File: config.mk
export PLATFORM = sky130hd
export DESIGN_NAME = pattern_chain_pipe_flat
export DESIGN_NICKNAME = d
export VERILOG_FILES = /design/src/rtl/pattern_chain_pipe_if.sv /design/src/rtl/pattern_chain_pipe.sv /design/src/flat_wrapper.sv
export SDC_FILE = /design/constraint.sdc
export NUM_CORES = 1
export LEC_CHECK = 0
export CAP_MARGIN = 10
export CORE_UTILIZATION = 26
export DETAILED_ROUTE_END_ITERATION = 6
export SETUP_SLACK_MARGIN = 0.4
export SYNTH_ARGS = -nofsm -noshare
export SYNTH_HDL_FRONTEND = slang
export SYNTH_SLANG_ARGS = --single-unit
export TNS_END_PERCENT = 5
File: constraint.sdc
create_clock -name blif_clk_net -period 2.55 [get_ports blif_clk_net]
set_input_delay 0.51 -clock blif_clk_net [delete_from_list [all_inputs] [get_ports blif_clk_net]]
set_output_delay 0.51 -clock blif_clk_net [all_outputs]
set_load 0.05 [all_outputs]
File: src/rtl/pattern_chain_pipe_if.sv
// rtl/pattern_chain_pipe_if.sv - valid/ready word bundle feeding and draining pattern_chain_pipe
// The master drives words in and accepts them out; the slave is the pipe itself.
interface pattern_chain_pipe_if #(
  parameter int WIDTH = 8
);
  logic             in_valid;
  logic             in_ready;
  logic [WIDTH-1:0] in_data;
  logic [1:0]       in_mode;
  logic             out_valid;
  logic             out_ready;
  logic [WIDTH-1:0] out_data;
  logic             out_g42;

  modport master (
    output in_valid, in_data, in_mode, out_ready,
    input  in_ready, out_valid, out_data, out_g42
  );

  modport slave (
    input  in_valid, in_data, in_mode, out_ready,
    output in_ready, out_valid, out_data, out_g42
  );
endinterface

File: src/rtl/pattern_chain_pipe.sv
// rtl/pattern_chain_pipe.sv - DEPTH registered pattern stages (PASS/NOR/NAND/XOR) with backpressure
// Optional MISR signature over output transfers when PATTERN_CHAIN_MISR_EN is defined.
module pattern_chain_pipe #(
  parameter int WIDTH = 8,
  parameter int DEPTH = 4,
  parameter int CNT_W = 16
) (
  input  logic               blif_clk_net,
  input  logic               blif_reset_net,
  pattern_chain_pipe_if.slave pc,
  output logic [CNT_W-1:0]   word_cnt,
  output logic [WIDTH-1:0]   misr
);
  typedef logic [WIDTH-1:0] word_t;

  logic       v_q   [DEPTH];
  logic       v_d   [DEPTH];
  word_t      d_q   [DEPTH];
  word_t      d_d   [DEPTH];
  logic [1:0] m_q   [DEPTH];
  logic [1:0] m_d   [DEPTH];
  logic       src_v [DEPTH];
  word_t      src_d [DEPTH];
  logic [1:0] src_m [DEPTH];
  logic [DEPTH:0]   adv;
  logic [CNT_W-1:0] cnt_q, cnt_d;
  logic             xfer;
  logic             unused_mode;

  function automatic word_t pattern_fn(input logic [1:0] mode, input word_t x, input word_t h);
    word_t r;
    case (mode)
      2'd0:    r = x;
      2'd1:    r = ~(x | {x[0], x[WIDTH-1:1]});
      2'd2:    r = ~(x & h);
      default: r = x ^ h;
    endcase
    return r;
  endfunction

  assign xfer = v_q[DEPTH-1] && pc.out_ready;

  // A stage's data register is written only on capture, so it is also that stage's history.
  always_comb begin
    adv[DEPTH] = pc.out_ready;
    for (int k = DEPTH - 1; k >= 0; k--) begin
      adv[k] = !v_q[k] || adv[k+1];
    end

    src_v[0] = pc.in_valid;
    src_d[0] = pc.in_data;
    src_m[0] = pc.in_mode;
    for (int k = 1; k < DEPTH; k++) begin
      src_v[k] = v_q[k-1];
      src_d[k] = d_q[k-1];
      src_m[k] = m_q[k-1];
    end

    for (int k = 0; k < DEPTH; k++) begin
      v_d[k] = v_q[k];
      d_d[k] = d_q[k];
      m_d[k] = m_q[k];
      if (adv[k]) begin
        v_d[k] = src_v[k];
        if (src_v[k]) begin
          d_d[k] = pattern_fn(src_m[k], src_d[k], d_q[k]);
          m_d[k] = src_m[k];
        end
      end
    end

    cnt_d = cnt_q;
    if (xfer && (cnt_q != {CNT_W{1'b1}})) begin
      cnt_d = cnt_q + CNT_W'(1);
    end
  end

  always_ff @(posedge blif_clk_net) begin
    if (!blif_reset_net) begin
      for (int k = 0; k < DEPTH; k++) begin
        v_q[k] <= 1'b0;
        d_q[k] <= '0;
        m_q[k] <= 2'd0;
      end
      cnt_q <= '0;
    end else begin
      for (int k = 0; k < DEPTH; k++) begin
        v_q[k] <= v_d[k];
        d_q[k] <= d_d[k];
        m_q[k] <= m_d[k];
      end
      cnt_q <= cnt_d;
    end
  end

  // The last stage's mode has no consumer.
  assign unused_mode = ^m_q[DEPTH-1];

  assign pc.in_ready  = adv[0] && blif_reset_net;
  assign pc.out_valid = v_q[DEPTH-1];
  assign pc.out_data  = d_q[DEPTH-1];
  assign pc.out_g42   = ~|d_q[DEPTH-1];
  assign word_cnt     = cnt_q;

`ifdef PATTERN_CHAIN_MISR_EN
  word_t misr_q, misr_d;

  always_comb begin
    misr_d = misr_q;
    if (xfer) begin
      misr_d = {misr_q[WIDTH-2:0], misr_q[WIDTH-1]} ^ d_q[DEPTH-1];
    end
  end

  always_ff @(posedge blif_clk_net) begin
    if (!blif_reset_net) begin
      misr_q <= '0;
    end else begin
      misr_q <= misr_d;
    end
  end

  assign misr = misr_q;
`else
  assign misr = '0;
`endif
endmodule
File: src/flat_wrapper.sv
// flat-port wrapper written by rule: the top's interface ports become plain ports
module pattern_chain_pipe_flat 
#(
  parameter int WIDTH = 8,
  parameter int DEPTH = 4,
  parameter int CNT_W = 16
)
  (blif_clk_net, blif_reset_net, word_cnt, misr, pc_in_valid, pc_in_data, pc_in_mode, pc_out_ready, pc_in_ready, pc_out_valid, pc_out_data, pc_out_g42);
  pattern_chain_pipe_if #(.WIDTH(WIDTH)) pc_i ();
  input  logic blif_clk_net;
  input  logic blif_reset_net;
  output logic [CNT_W-1:0] word_cnt;
  output logic [WIDTH-1:0] misr;
  input wire logic [$bits(pc_i.in_valid)-1:0] pc_in_valid;
  input wire logic [$bits(pc_i.in_data)-1:0] pc_in_data;
  input wire logic [$bits(pc_i.in_mode)-1:0] pc_in_mode;
  input wire logic [$bits(pc_i.out_ready)-1:0] pc_out_ready;
  output wire logic [$bits(pc_i.in_ready)-1:0] pc_in_ready;
  output wire logic [$bits(pc_i.out_valid)-1:0] pc_out_valid;
  output wire logic [$bits(pc_i.out_data)-1:0] pc_out_data;
  output wire logic [$bits(pc_i.out_g42)-1:0] pc_out_g42;
  assign pc_i.in_valid = pc_in_valid;
  assign pc_i.in_data = pc_in_data;
  assign pc_i.in_mode = pc_in_mode;
  assign pc_i.out_ready = pc_out_ready;
  assign pc_in_ready = pc_i.in_ready;
  assign pc_out_valid = pc_i.out_valid;
  assign pc_out_data = pc_i.out_data;
  assign pc_out_g42 = pc_i.out_g42;
  pattern_chain_pipe #(.WIDTH(WIDTH), .DEPTH(DEPTH), .CNT_W(CNT_W)) u_core (.blif_clk_net(blif_clk_net), .blif_reset_net(blif_reset_net), .pc(pc_i), .word_cnt(word_cnt), .misr(misr));
endmodule
==> reports/qor.csv <==
metric,value,unit
status,finished with violations,
violated checks,design-rule violations,
async set-or-reset flop fraction in the synthesized netlist,0,
postcts setup bufs,0,
initial antenna violation count,0,
die width,125,µm
CTS tree,built,
Critical Path End Type,output pin,
number of max-cap violations,0,
CTS sink cnt,58,
final hold violations,0,
end point of the critical path,word_cnt[9],
Avg Inst Size Synth,9.50,µm²
Yosys reg bits,58,
Synth area leader,dfxtp_1,
die footprint,15700,µm²
setup TNS,0,ps
CTS root buf,clkbuf_16,
gpl congestion,0.755,
Multi-input gate area,2500,µm²
hold_buf cts,0,
starting density of the core,0.269,
"slowest stage delay, CP",870,ps
Slowest cell on crit path,clkdlybuf4s50_1,
DRC,2,
worst-skew pair later-pin latency,330,ps
largest family of logic cells by synthesized area,simple AND/OR/NAND/NOR gates,
H-tree depth,3,
"commonest cells after routing, fill and taps aside","nor2_1, dfxtp_1, nand2_1",
average routed wire per standard cell,12.7,µm
HP Class,reg -> reg,
Max Slew Vio Count,0,
Area Overhead vs Synth,22.2,%
"Primary FF master, synth",dfxtp_1,
reg2reg setup slack,860,ps
Hold WS,507,ps
Final Cycle Share,0.868,
adder-cell area share of the yosys netlist,0.105,
Congestion Overflow GR,0,
Final Critical Period,2210,ps
Reg2Reg Depth,5,
CTS Buffer Depth,2,
CP bufs+invs,1,
Max-slew headroom,0.591,
r2r endpoint,u_core.word_cnt[5]$_SDFFE_PN0P_,
Register Area,1190,µm²
Synth Area in Compound Gates,0.0834,
post-DP HPWL,5980,µm
Starting DRT DRC Count,168,
drt via density,4.84,
fillers,1501,
pin count of the biggest net entering global routing,50,
top cell family by delay on the critical path,buffers and inverters,
Core ar.,14600,µm²
area share of the largest cell type after synthesis,0.279,
Final setup viols,0,
Vias,3098,
sequential share of the synthesized area,0.302,
XOR/XNOR Fraction of Synth Area,0,
post-synthesis instance total,415,
mux contribution to synthesized area,0.217,
"top cells by area, synth","dfxtp_1, mux4_2, ha_1",
TritonCTS buffer count,9,
CP cell instances,clkdlybuf4s50_1,
Die H,125,µm
number of I/O pins,49,
Crit. path cell count,1,
clk slew on worst S/H paths,50,ps
antenna-violating nets left,0,
Pre-antenna DRT Iters,7,
Setup crit start,u_core.word_cnt[9]$_SDFFE_PN0P_,
# port buffers,40,
RSZ-0062 raised after global routing,yes,
crit-path max FO,7,
Simple-Gate Fraction of Synth Area,0.220,
Worst Max-Slew Pin Slew,613,ps
gr usage total,0.112,
Critical Path AT,1700,ps
Pleak,0.00199,µW
Peak VDD IR,0.321,mV
# diodes,0,
FP Rows,44,
first-pass GRT wire length,14400,µm
Max Freq,0.452,GHz
number of global-route vias before repair,3045,
post-layout util,0.329,
CP startpoint kind,register,
number of flops mapped to enable cells by yosys,3,
nets,498,
PD cells,526,nW/µm²
Ys Warns,0,
kind of critical path,reg -> out,
Worst Clk Skew,6.86,ps
Worst R2R Start,u_core.word_cnt[0]$_SDFFE_PN0P_,
Unique masters post-synth,50,
CP required,2040,ps
Mapped Area,3940,µm²
layout cells sized above 1,0.145,
"commonest non-fill, non-tap cell in the layout",nor2_1,
WL final,8100,µm
metrics by stage:
stage          cell area, µm²  setup WS (ps)  total power (µW)  cells
6_report                 4820            338              2530    640
4_1_cts                  4820            329              2570    640
2_1_floorplan            3970            406              1220    422
3_3_place_gp             4500            210              1270    624
3_5_place_dp             4500            252              1290    624
5_1_grt                  4820            315              2650    640
cells by family (layout without fill, tap and decap cells):
family | count (synthesis) | in the layout
simple gates | 160 | 160
fa+ha+maj | 33 | 33
buf+inv | 57 | 91
flops | 58 | 58
other cells | 1 | 8
compound gates | 53 | 53
mux | 53 | 53
final cells by class:
class                      count  area share
timing repair buffer          46      0.0942
inverter                      29      0.0254
clock inverter                 7      0.0195
tap                          184      0.0478
sequential                    58       0.247
clock buffer                   9      0.0467
multi-input combinational    307       0.519
cells in the mapped netlist (2+ instances only):
cell type,n
nor3_1,8
o211ai_1,2
o311ai_0,2
clkbuf_1,7
mux4_2,26
nand4_4,2
nand4_1,3
or3_2,2
and2_1,4
nand3_1,2
nand2_1,37
or4_1,8
a211o_1,4
nand3_4,2
nor3b_1,6
mux2i_1,27
nor2_1,61
buf_4,9
dfxtp_1,55
o31ai_1,5
a21oi_1,29
ha_1,33
nand2b_1,4
buf_2,10
nor2b_1,8
o21ai_0,3
nor4_4,2
nor4_1,2
edfxtp_1,3
inv_1,28
and3_1,2
metal layers:
layer  vias up  track usage  wire length (µm)
met2        53        0.183              3830
met3         9       0.0270               310
li1       1558            -                 -
met5         -            0                 0
met4         0       0.0481               122
met1      1478        0.141              3840
report_power, final:
part           internal, µW  leakage (µW)  total (µW)  switching (µW)
clock network           851      0.000151        1270             416
logic                   145       0.00136         275             131
registers               941      0.000482         992            51.4
total                  1940       0.00199        2530             598
what timing repair did:
item / in CTS / in global routing
endpoints found under the setup margin: 7 / 12
pin swaps: 1 / 0
gates resized for setup: 2 / 1
endpoints found under the hold margin: 0 / 0
sequential cells by signal, summed over array words and instances, names as in the netlist:
name             count
u_core.v_q           4
u_core.m_q           6
u_core.word_cnt     16
u_core.d_q          32
worst min-delay path by stage:
stage | slack [ps] | endpoint | cells after the start | from
after floorplan | 490 | u_core.d_q[1][5]$_SDFFE_PN0P_ | 2 | u_core.d_q[1][5]$_SDFFE_PN0P_
after global placement | 480 | u_core.word_cnt[1]$_SDFFE_PN0P_ | 2 | u_core.word_cnt[1]$_SDFFE_PN0P_
after detailed placement | 500 | u_core.word_cnt[1]$_SDFFE_PN0P_ | 2 | u_core.word_cnt[1]$_SDFFE_PN0P_
after CTS | 510 | u_core.word_cnt[1]$_SDFFE_PN0P_ | 2 | u_core.word_cnt[1]$_SDFFE_PN0P_
after global routing | 540 | u_core.word_cnt[1]$_SDFFE_PN0P_ | 2 | u_core.word_cnt[1]$_SDFFE_PN0P_
final | 510 | u_core.word_cnt[0]$_SDFFE_PN0P_ | 2 | u_core.word_cnt[0]$_SDFFE_PN0P_
Note: power is estimated with default switching activity, not from simulation.
